===== src/rtl/spc_cfg_loader.sv =====
// Serial LSB-first configuration loader with atomic commit to a shadow register.
// Optional even-parity frame check is enabled by defining SPC_PARITY_EN.
module spc_cfg_loader #(
  parameter int               WIDTH      = 33,
  parameter logic [WIDTH-1:0] RESET_WORD = '0
) (
  input  logic             Clk,
  input  logic             Resetn,
  input  logic             Cfg_in,
  input  logic             Cfg_en,
  input  logic             Strobe,
  output logic             Cfg_out,
  output logic [WIDTH-1:0] Cfg_word,
  output logic             Cfg_valid,
  output logic             Cfg_err,
  output logic             Busy
);

`ifdef SPC_PARITY_EN
  localparam int FRAME_LEN = WIDTH + 1;
`else
  localparam int FRAME_LEN = WIDTH;
`endif
  localparam int               CNT_W    = $clog2(FRAME_LEN + 2);
  localparam logic [CNT_W-1:0] CNT_FULL = CNT_W'(FRAME_LEN);
  localparam logic [CNT_W-1:0] CNT_SAT  = CNT_W'(FRAME_LEN + 1);

  typedef enum logic [1:0] {IDLE, SHIFT, HOLD} state_t;

  state_t               state, stateNext;
  logic [FRAME_LEN-1:0] sr, srNext;
  logic [CNT_W-1:0]     cnt, cntNext;
  logic [WIDTH-1:0]     wordNext;
  logic                 validNext, errNext;
  logic                 frameGood;

`ifdef SPC_PARITY_EN
  logic px, pxNext;
  assign frameGood = (cnt == CNT_FULL) && !px;
`else
  assign frameGood = (cnt == CNT_FULL);
`endif

  always_comb begin
    stateNext = state;
    srNext    = sr;
    cntNext   = cnt;
    wordNext  = Cfg_word;
    validNext = Cfg_valid;
    errNext   = Cfg_err;
`ifdef SPC_PARITY_EN
    pxNext    = px;
`endif
    if (Cfg_en) begin
      stateNext = SHIFT;
      srNext    = {Cfg_in, sr[FRAME_LEN-1:1]};
      // Entering SHIFT from IDLE or HOLD always starts a fresh frame.
      if (state != SHIFT) begin
        cntNext = CNT_W'(1);
`ifdef SPC_PARITY_EN
        pxNext  = Cfg_in;
`endif
      end else begin
        if (cnt != CNT_SAT) cntNext = cnt + 1'b1;
`ifdef SPC_PARITY_EN
        pxNext = px ^ Cfg_in;
`endif
      end
      if (Strobe) errNext = 1'b1;
    end else if (Strobe) begin
      stateNext = IDLE;
      cntNext   = '0;
      if (frameGood) begin
        wordNext  = sr[WIDTH-1:0];
        validNext = 1'b1;
        errNext   = 1'b0;
      end else begin
        errNext   = 1'b1;
      end
    end else if (state == SHIFT) begin
      stateNext = HOLD;
    end
  end

  always_ff @(posedge Clk or negedge Resetn) begin
    if (!Resetn) begin
      state     <= IDLE;
      sr        <= '0;
      cnt       <= '0;
      Cfg_word  <= RESET_WORD;
      Cfg_valid <= 1'b0;
      Cfg_err   <= 1'b0;
`ifdef SPC_PARITY_EN
      px        <= 1'b0;
`endif
    end else begin
      state     <= stateNext;
      sr        <= srNext;
      cnt       <= cntNext;
      Cfg_word  <= wordNext;
      Cfg_valid <= validNext;
      Cfg_err   <= errNext;
`ifdef SPC_PARITY_EN
      px        <= pxNext;
`endif
    end
  end

  assign Cfg_out = sr[0];
  assign Busy    = (state != IDLE);

endmodule


===== config.mk =====
export PLATFORM = sky130hd
export DESIGN_NAME = spc_cfg_loader
export DESIGN_NICKNAME = d
export VERILOG_FILES = /design/src/rtl/spc_cfg_loader.sv
export SDC_FILE = /design/constraint.sdc
export NUM_CORES = 1
export LEC_CHECK = 0
export ABC_AREA = 1
export BUFFER_PORTS_ARGS = -buffer_cell sky130_fd_sc_hd__buf_2
export CORE_MARGIN = 3
export CORE_UTILIZATION = 60
export CTS_CLUSTER_SIZE = 28
export DETAILED_ROUTE_END_ITERATION = 7
export GPL_TIMING_DRIVEN = 0
export HOLD_SLACK_MARGIN = 0.06
export PLACE_DENSITY_LB_ADDON = 0.25
export REMOVE_ABC_BUFFERS = 1
export SLEW_MARGIN = 20
export SYNTH_ARGS = -nofsm -noshare
export SYNTH_HDL_FRONTEND = slang
export SYNTH_SLANG_ARGS = --single-unit

===== constraint.sdc =====
create_clock -name Clk -period 2 [get_ports Clk]
set_input_delay 0.2 -clock Clk [delete_from_list [all_inputs] [get_ports Clk]]
set_output_delay 0.2 -clock Clk [all_outputs]
set_load 0.005 [all_outputs]

==> impl_metrics.json, run 1 <==
{
  "syn_to_final_growth_pct": 15.07,
  "grt_pass1_vias": 2073,
  "rows": 25,
  "dpl.cell_count": 413,
  "drt_iter0_markers": 116,
  "min_path_type": "primary input to register",
  "async_reset_ff_share_pct": 100.0,
  "rsz0062_at_grt": "false",
  "vias": 2124,
  "track_usage_pct": 19.59,
  "outcome": "finished clean",
  "p_leak_nw": 1.790,
  "synth-edff-count": 0,
  "diodes": 0,
  "period_share_pct": 88.13,
  "relSlewSlack_pct": 53.42,
  "final_common_cell": "nand2_1",
  "path_class": "register to register",
  "reg2reg_to": "Cfg_valid",
  "synth_seq_cells": 76,
  "cp.arrival_ps": 1990,
  "overflow": 0,
  "dieHeight_um": 77.45,
  "synth_top_area_share_pct": 62.09,
  "cts_tree": "built",
  "cts.sinks": 76,
  "clkTransAtPathRegs_ps": 70,
  "route.detailed.vias_per_inst": 4.928,
  "drive_above_1_share_pct": 19.23,
  "drt-pass1-iter-count": 4,
  "clock_skew_ps": 4.648,
  "dieArea_um2": 5999,
  "instances_no_fill": 431,
  "r2r_slack_ps": 240,
  "yosys_warnings": 0,
  "synth_cell_types": 26,
  "grt_pass1_wl_um": 9232,
  "final_util_pct": 73.17,
  "ctsHtreeMaxLevel": 3,
  "wl_per_cell_um": 12.14,
  "worstRegToRegCells": 6,
  "hold_depth": 3,
  "setup_viol": 0,
  "cp-end-kind": "register",
  "post-dp-hpwl_um": 3328,
  "synthesis.area_um2": 3063,
  "synth_area_leaders": "dfrtp_1, nand2_1, o21ai_0, inv_1, o21ai_1",
  "start_util_pct": 63.58,
  "io_buffers": 41,
  "worstPathRequired_ps": 2220,
  "finalHoldViolCount": 0,
  "cts_root_buf": "clkbuf_8",
  "place_congestion": 0.8288,
  "route.detailed.drc": 0,
  "min_to": "sr[32]",
  "synth_area_per_cell_um2": 9.572,
  "routed_wl_um": 5234,
  "hold_slack_ps": 88.01,
  "fmax_ghz": 0.5673,
  "stdcell_area_um2": 3525,
  "finalMaxSlewViolations": 0,
  "core_um2": 4817,
  "ios": 42,
  "cp-start-kind": "register",
  "nets": 367,
  "place_area_um2": 3267,
  "die_x_um": 77.45,
  "layout_common_cells": "nand2_1, dfrtp_1, inv_1, o21ai_0, buf_2",
  "hold_start": "Cfg_in",
  "grt_max_degree": 73,
  "power_density_nw_per_um2": 926.7,
  "clkLatencyLatePin_ps": 340,
  "worstMarginPinSlew_ps": 698.6,
  "numCtsBuffers": 9,
  "synthCells": 320,
  "cts_buffer_depth": 2,
  "ir_drop_mv": 0.6941,
  "synth_flop_cell": "dfrtp_1",
  "ys_seq_area_share_pct": 62.09,
  "antenna_found_initial": 0,
  "cap_violations": 0,
  "synth_area_leader_cell": "dfrtp_1",
  "ant_nets": 0,
  "cp_max_fo": 67,
  "setup_slack_ps": 237.3,
  "dp_slack_ps": -227.9,
  "r2r-start": "cnt[1]",
  "period_needed_ps": 1763
}
metal layers:
metal,GRT usage [%],vias up,wire length (µm)
met5,0,-,0
met3,4.060,13,215
met4,11.39,0,156
met2,30.22,41,2377
li1,-,1081,-
met1,25.79,989,2485
sequential cells by signal (all words and copies together), names as in the netlist:
| signal | cells |
|---|---|
| Cfg_err | 1 |
| Cfg_valid | 1 |
| Cfg_word | 33 |
| cnt | 6 |
| sr | 33 |
| state | 2 |
final cells by class:
class / instances / area (µm²)
clock buffer: 13 / 158.9
clock inverter: 3 / 68.82
inverter: 46 / 175.2
tap: 67 / 83.83
fill: 393 / 1292
timing repair buffer: 44 / 257.7
multi-input combinational: 182 / 878.3
sequential: 76 / 1902
Yosys cell counts, types with 2 or more instances:
library cell  number
nand2_1           82
dfrtp_1           76
inv_1             43
o21ai_0           42
o21ai_1           24
clkbuf_1           8
buf_6              6
nor2_1             6
o21ai_2            6
nand3_1            5
nand4_1            4
ha_1               3
buf_2              2
through the flow:
step | total power [mW] | setup TNS, ps
2_1_floorplan | 1.873 | 0
6_report | 3.266 | 0
3_3_place_gp | 1.968 | -3433
4_1_cts | 3.291 | 0
3_5_place_dp | 1.991 | -3975
5_1_grt | 3.420 | 0
power breakdown:
part / switching [mW] / total (mW) / leakage, nW / internal [mW]
logic: 0.167 / 0.248 / 0.654 / 0.0815
clock network: 0.527 / 1.30 / 0.114 / 0.775
registers: 0.0636 / 1.72 / 1.02 / 1.65
critical path: stages (launching register included):
cell     delay [ps]
dfrtp_1         420
inv_1            80
ha_1            190
and3_4          170
nand2_4         480
inv_2            60
or2_1           230
cells by family after synthesis:
family,count (synthesis),share of synthesized area [%]
AO/OA/AOI/OAI,75,13.15
adder cells (fa/ha/maj),3,1.226
buffers and inverters,62,9.232
flip-flops,76,62.09
AND/OR/NAND/NOR,104,14.30
repair_timing:
item / in CTS / in global routing
hold buffers: 1 / 0
endpoints found under the hold margin: 37 / 0
resized for setup: 0 / 0
setup buffers: 0 / 0
worst max-delay path by stage:
stage,start,to,cells past startpoint
floorplan,cnt[1],Cfg_valid,6
global placement,Cfg_en,Cfg_valid,6
detailed placement,Cfg_en,Cfg_valid,6
CTS,Cfg_en,Cfg_valid,6
global route,cnt[1],Cfg_word[6],6
finish,cnt[1],Cfg_valid,6
No activity file was read; power rests on OpenSTA's default activity.
==> run 2: changes to the inputs <==
CORE_UTILIZATION = 50   (was 60)
clock period = 2.05 ns   (was 2 ns; I/O delays follow)
==> impl_metrics.json, run 2 (synthesis results as in run 1) <==
{
  "hold_depth": 3,
  "crit_slowest_cell": "nand2_4",
  "grt_pass1_wl_um": 9114,
  "instances_no_fill": 435,
  "total_power_mw": 3.046,
  "ios": 42,
  "period_share_pct": 85.67,
  "cts_root_buf": "clkbuf_8",
  "min_to": "sr[32]",
  "place_congestion": 0.7410,
  "clkPwrFrac_pct": 37.3,
  "final_util_pct": 61.23,
  "drive_above_1_share_pct": 19.28,
  "cp-end-kind": "register",
  "setup_tns_ps": 0,
  "antenna_found_initial": 0,
  "final_common_cell": "nand2_1",
  "start_util_pct": 53.65,
  "fillers": 493,
  "clkTransAtPathRegs_ps": 70,
  "p_sw_mw": 0.7307,
  "cap_violations": 0,
  "cp.buffers_inverters": 2,
  "clkLatencyLatePin_ps": 340,
  "vias": 2113,
  "worstPathRequired_ps": 2270,
  "worstMarginPinSlew_ps": 711.4,
  "pwr-share-seq_pct": 54.9,
  "post-dp-hpwl_um": 3232,
  "p_int_mw": 2.315,
  "core_um2": 5709,
  "syn_to_final_growth_pct": 14.13,
  "ctsHtreeMaxLevel": 3,
  "setup_viol": 0,
  "dieHeight_um": 84.27,
  "dpl.cell_count": 418,
  "drt_iter0_markers": 174,
  "overflow": 0,
  "cp_top_family": "simple AND/OR/NAND/NOR gates",
  "swShare_pct": 23.99,
  "grt_pass1_vias": 2037,
  "route.detailed.vias_per_inst": 4.857,
  "relSlewSlack_pct": 52.57,
  "worstPathCellList": "inv_1 -> ha_1 -> and3_4 -> nand2_4 -> inv_2 -> or2_1",
  "power_density_nw_per_um2": 871.4,
  "slowest_delay_ps": 510,
  "cts_setup_buffers": 0,
  "r2r_slack_ps": 290,
  "path_class": "register to register",
  "grt_max_degree": 73,
  "dieArea_um2": 7101,
  "layout_common_cells": "nand2_1, dfrtp_1, inv_1, o21ai_0, buf_2",
  "pwr-share-comb_pct": 7.7,
  "fmax_ghz": 0.5694,
  "cp-start-kind": "register",
  "reg_top3": "Cfg_word x33, sr x33, cnt x6",
  "reg2reg_to": "Cfg_valid",
  "nets": 366,
  "io_buffers": 41,
  "hold_start": "Cfg_in",
  "critPathLaunch": "cnt[1]",
  "route.detailed.drc": 0,
  "r2r-start": "cnt[1]",
  "track_usage_pct": 16.06,
  "clock_skew_ps": 8.161,
  "finalHoldViolCount": 0,
  "worstRegToRegCells": 6,
  "drt-pass1-iter-count": 4,
  "outcome": "finished clean",
  "finalMaxSlewViolations": 0,
  "numCtsBuffers": 9,
  "cp.arrival_ps": 1980,
  "min_path_type": "primary input to register",
  "rsz0062_at_grt": "false",
  "routed_wl_um": 5074,
  "cts.sinks": 76,
  "ant_nets": 0,
  "p_leak_nw": 1.773,
  "die_x_um": 84.27,
  "diodes": 0,
  "period_needed_ps": 1756,
  "cts_tree": "built",
  "cp_max_fo": 67,
  "rows": 27,
  "wl_per_cell_um": 11.66,
  "ir_drop_mv": 0.5444,
  "cts_buffer_depth": 2
}
==> run 2: how the worst max path moves through the flow <==
stage | end | slack, ps | cells past startpoint
2_1_floorplan | Cfg_valid | 510 | 6
3_3_place_gp | Cfg_valid | -200 | 6
3_5_place_dp | Cfg_valid | -220 | 6
4_1_cts | Cfg_valid | 150 | 6
5_1_grt | Cfg_valid | 120 | 6
6_report | Cfg_valid | 290 | 6
==> run 2: area by class of cell <==
type                            instances  area (µm²)  share of cell area (%)
Timing Repair Buffer                   43       247.7                   7.087
Sequential cell                        76        1902                   54.40
Tap cell                               72       90.09                   2.577
Clock buffer                           12       155.1                   4.438
Clock inverter                          4       47.55                   1.360
Inverter                               46       175.2                   5.011
Multi-Input combinational cell        182       878.3                   25.13
==> run 2: worst reg2reg max path: stages, from the launching register on <==
cell and delay, ps:
dfrtp_1 420, inv_1 80, ha_1 180, and3_4 170, nand2_4 510, inv_2 70
or2_1 220
==> run 2: what timing repair did <==
item / in CTS / in global routing
endpoints found under the hold margin: 18 / 0
setup endpoints to repair: 0 / 0
gates resized for setup: 0 / 0
hold buffers: 1 / 0
==> run 2: power by group through the flow <==
stage / sequential, mW / clock (mW) / combinational [mW]
6_report: 1.67 / 1.14 / 0.236
3_5_place_dp: 1.70 / 0 / 0.240
4_1_cts: 1.67 / 1.17 / 0.242
5_1_grt: 1.69 / 1.23 / 0.284
3_3_place_gp: 1.70 / 0 / 0.225
2_1_floorplan: 1.69 / 0 / 0.137
==> run 2: layer usage <==
layer | share of wire (%) | GRT usage [%] | routed length (µm)
met3 | 5.1 | 4.122 | 261
met1 | 50 | 21.13 | 2552
met5 | 0 | 0 | 0
met2 | 42 | 24.39 | 2155
met4 | 2.0 | 8.772 | 104
==> run 2: stage by stage <==
stage	cell area (µm²)	worst slack (ps)	hold slack [ps]
4_1_cts	3493	147.3	62.99
6_report	3496	293.8	84.74
3_5_place_dp	3281	-216.8	104.2
5_1_grt	3496	115.7	86.81
3_3_place_gp	3251	-203.7	415.6
2_1_floorplan	2955	513.4	-90.59
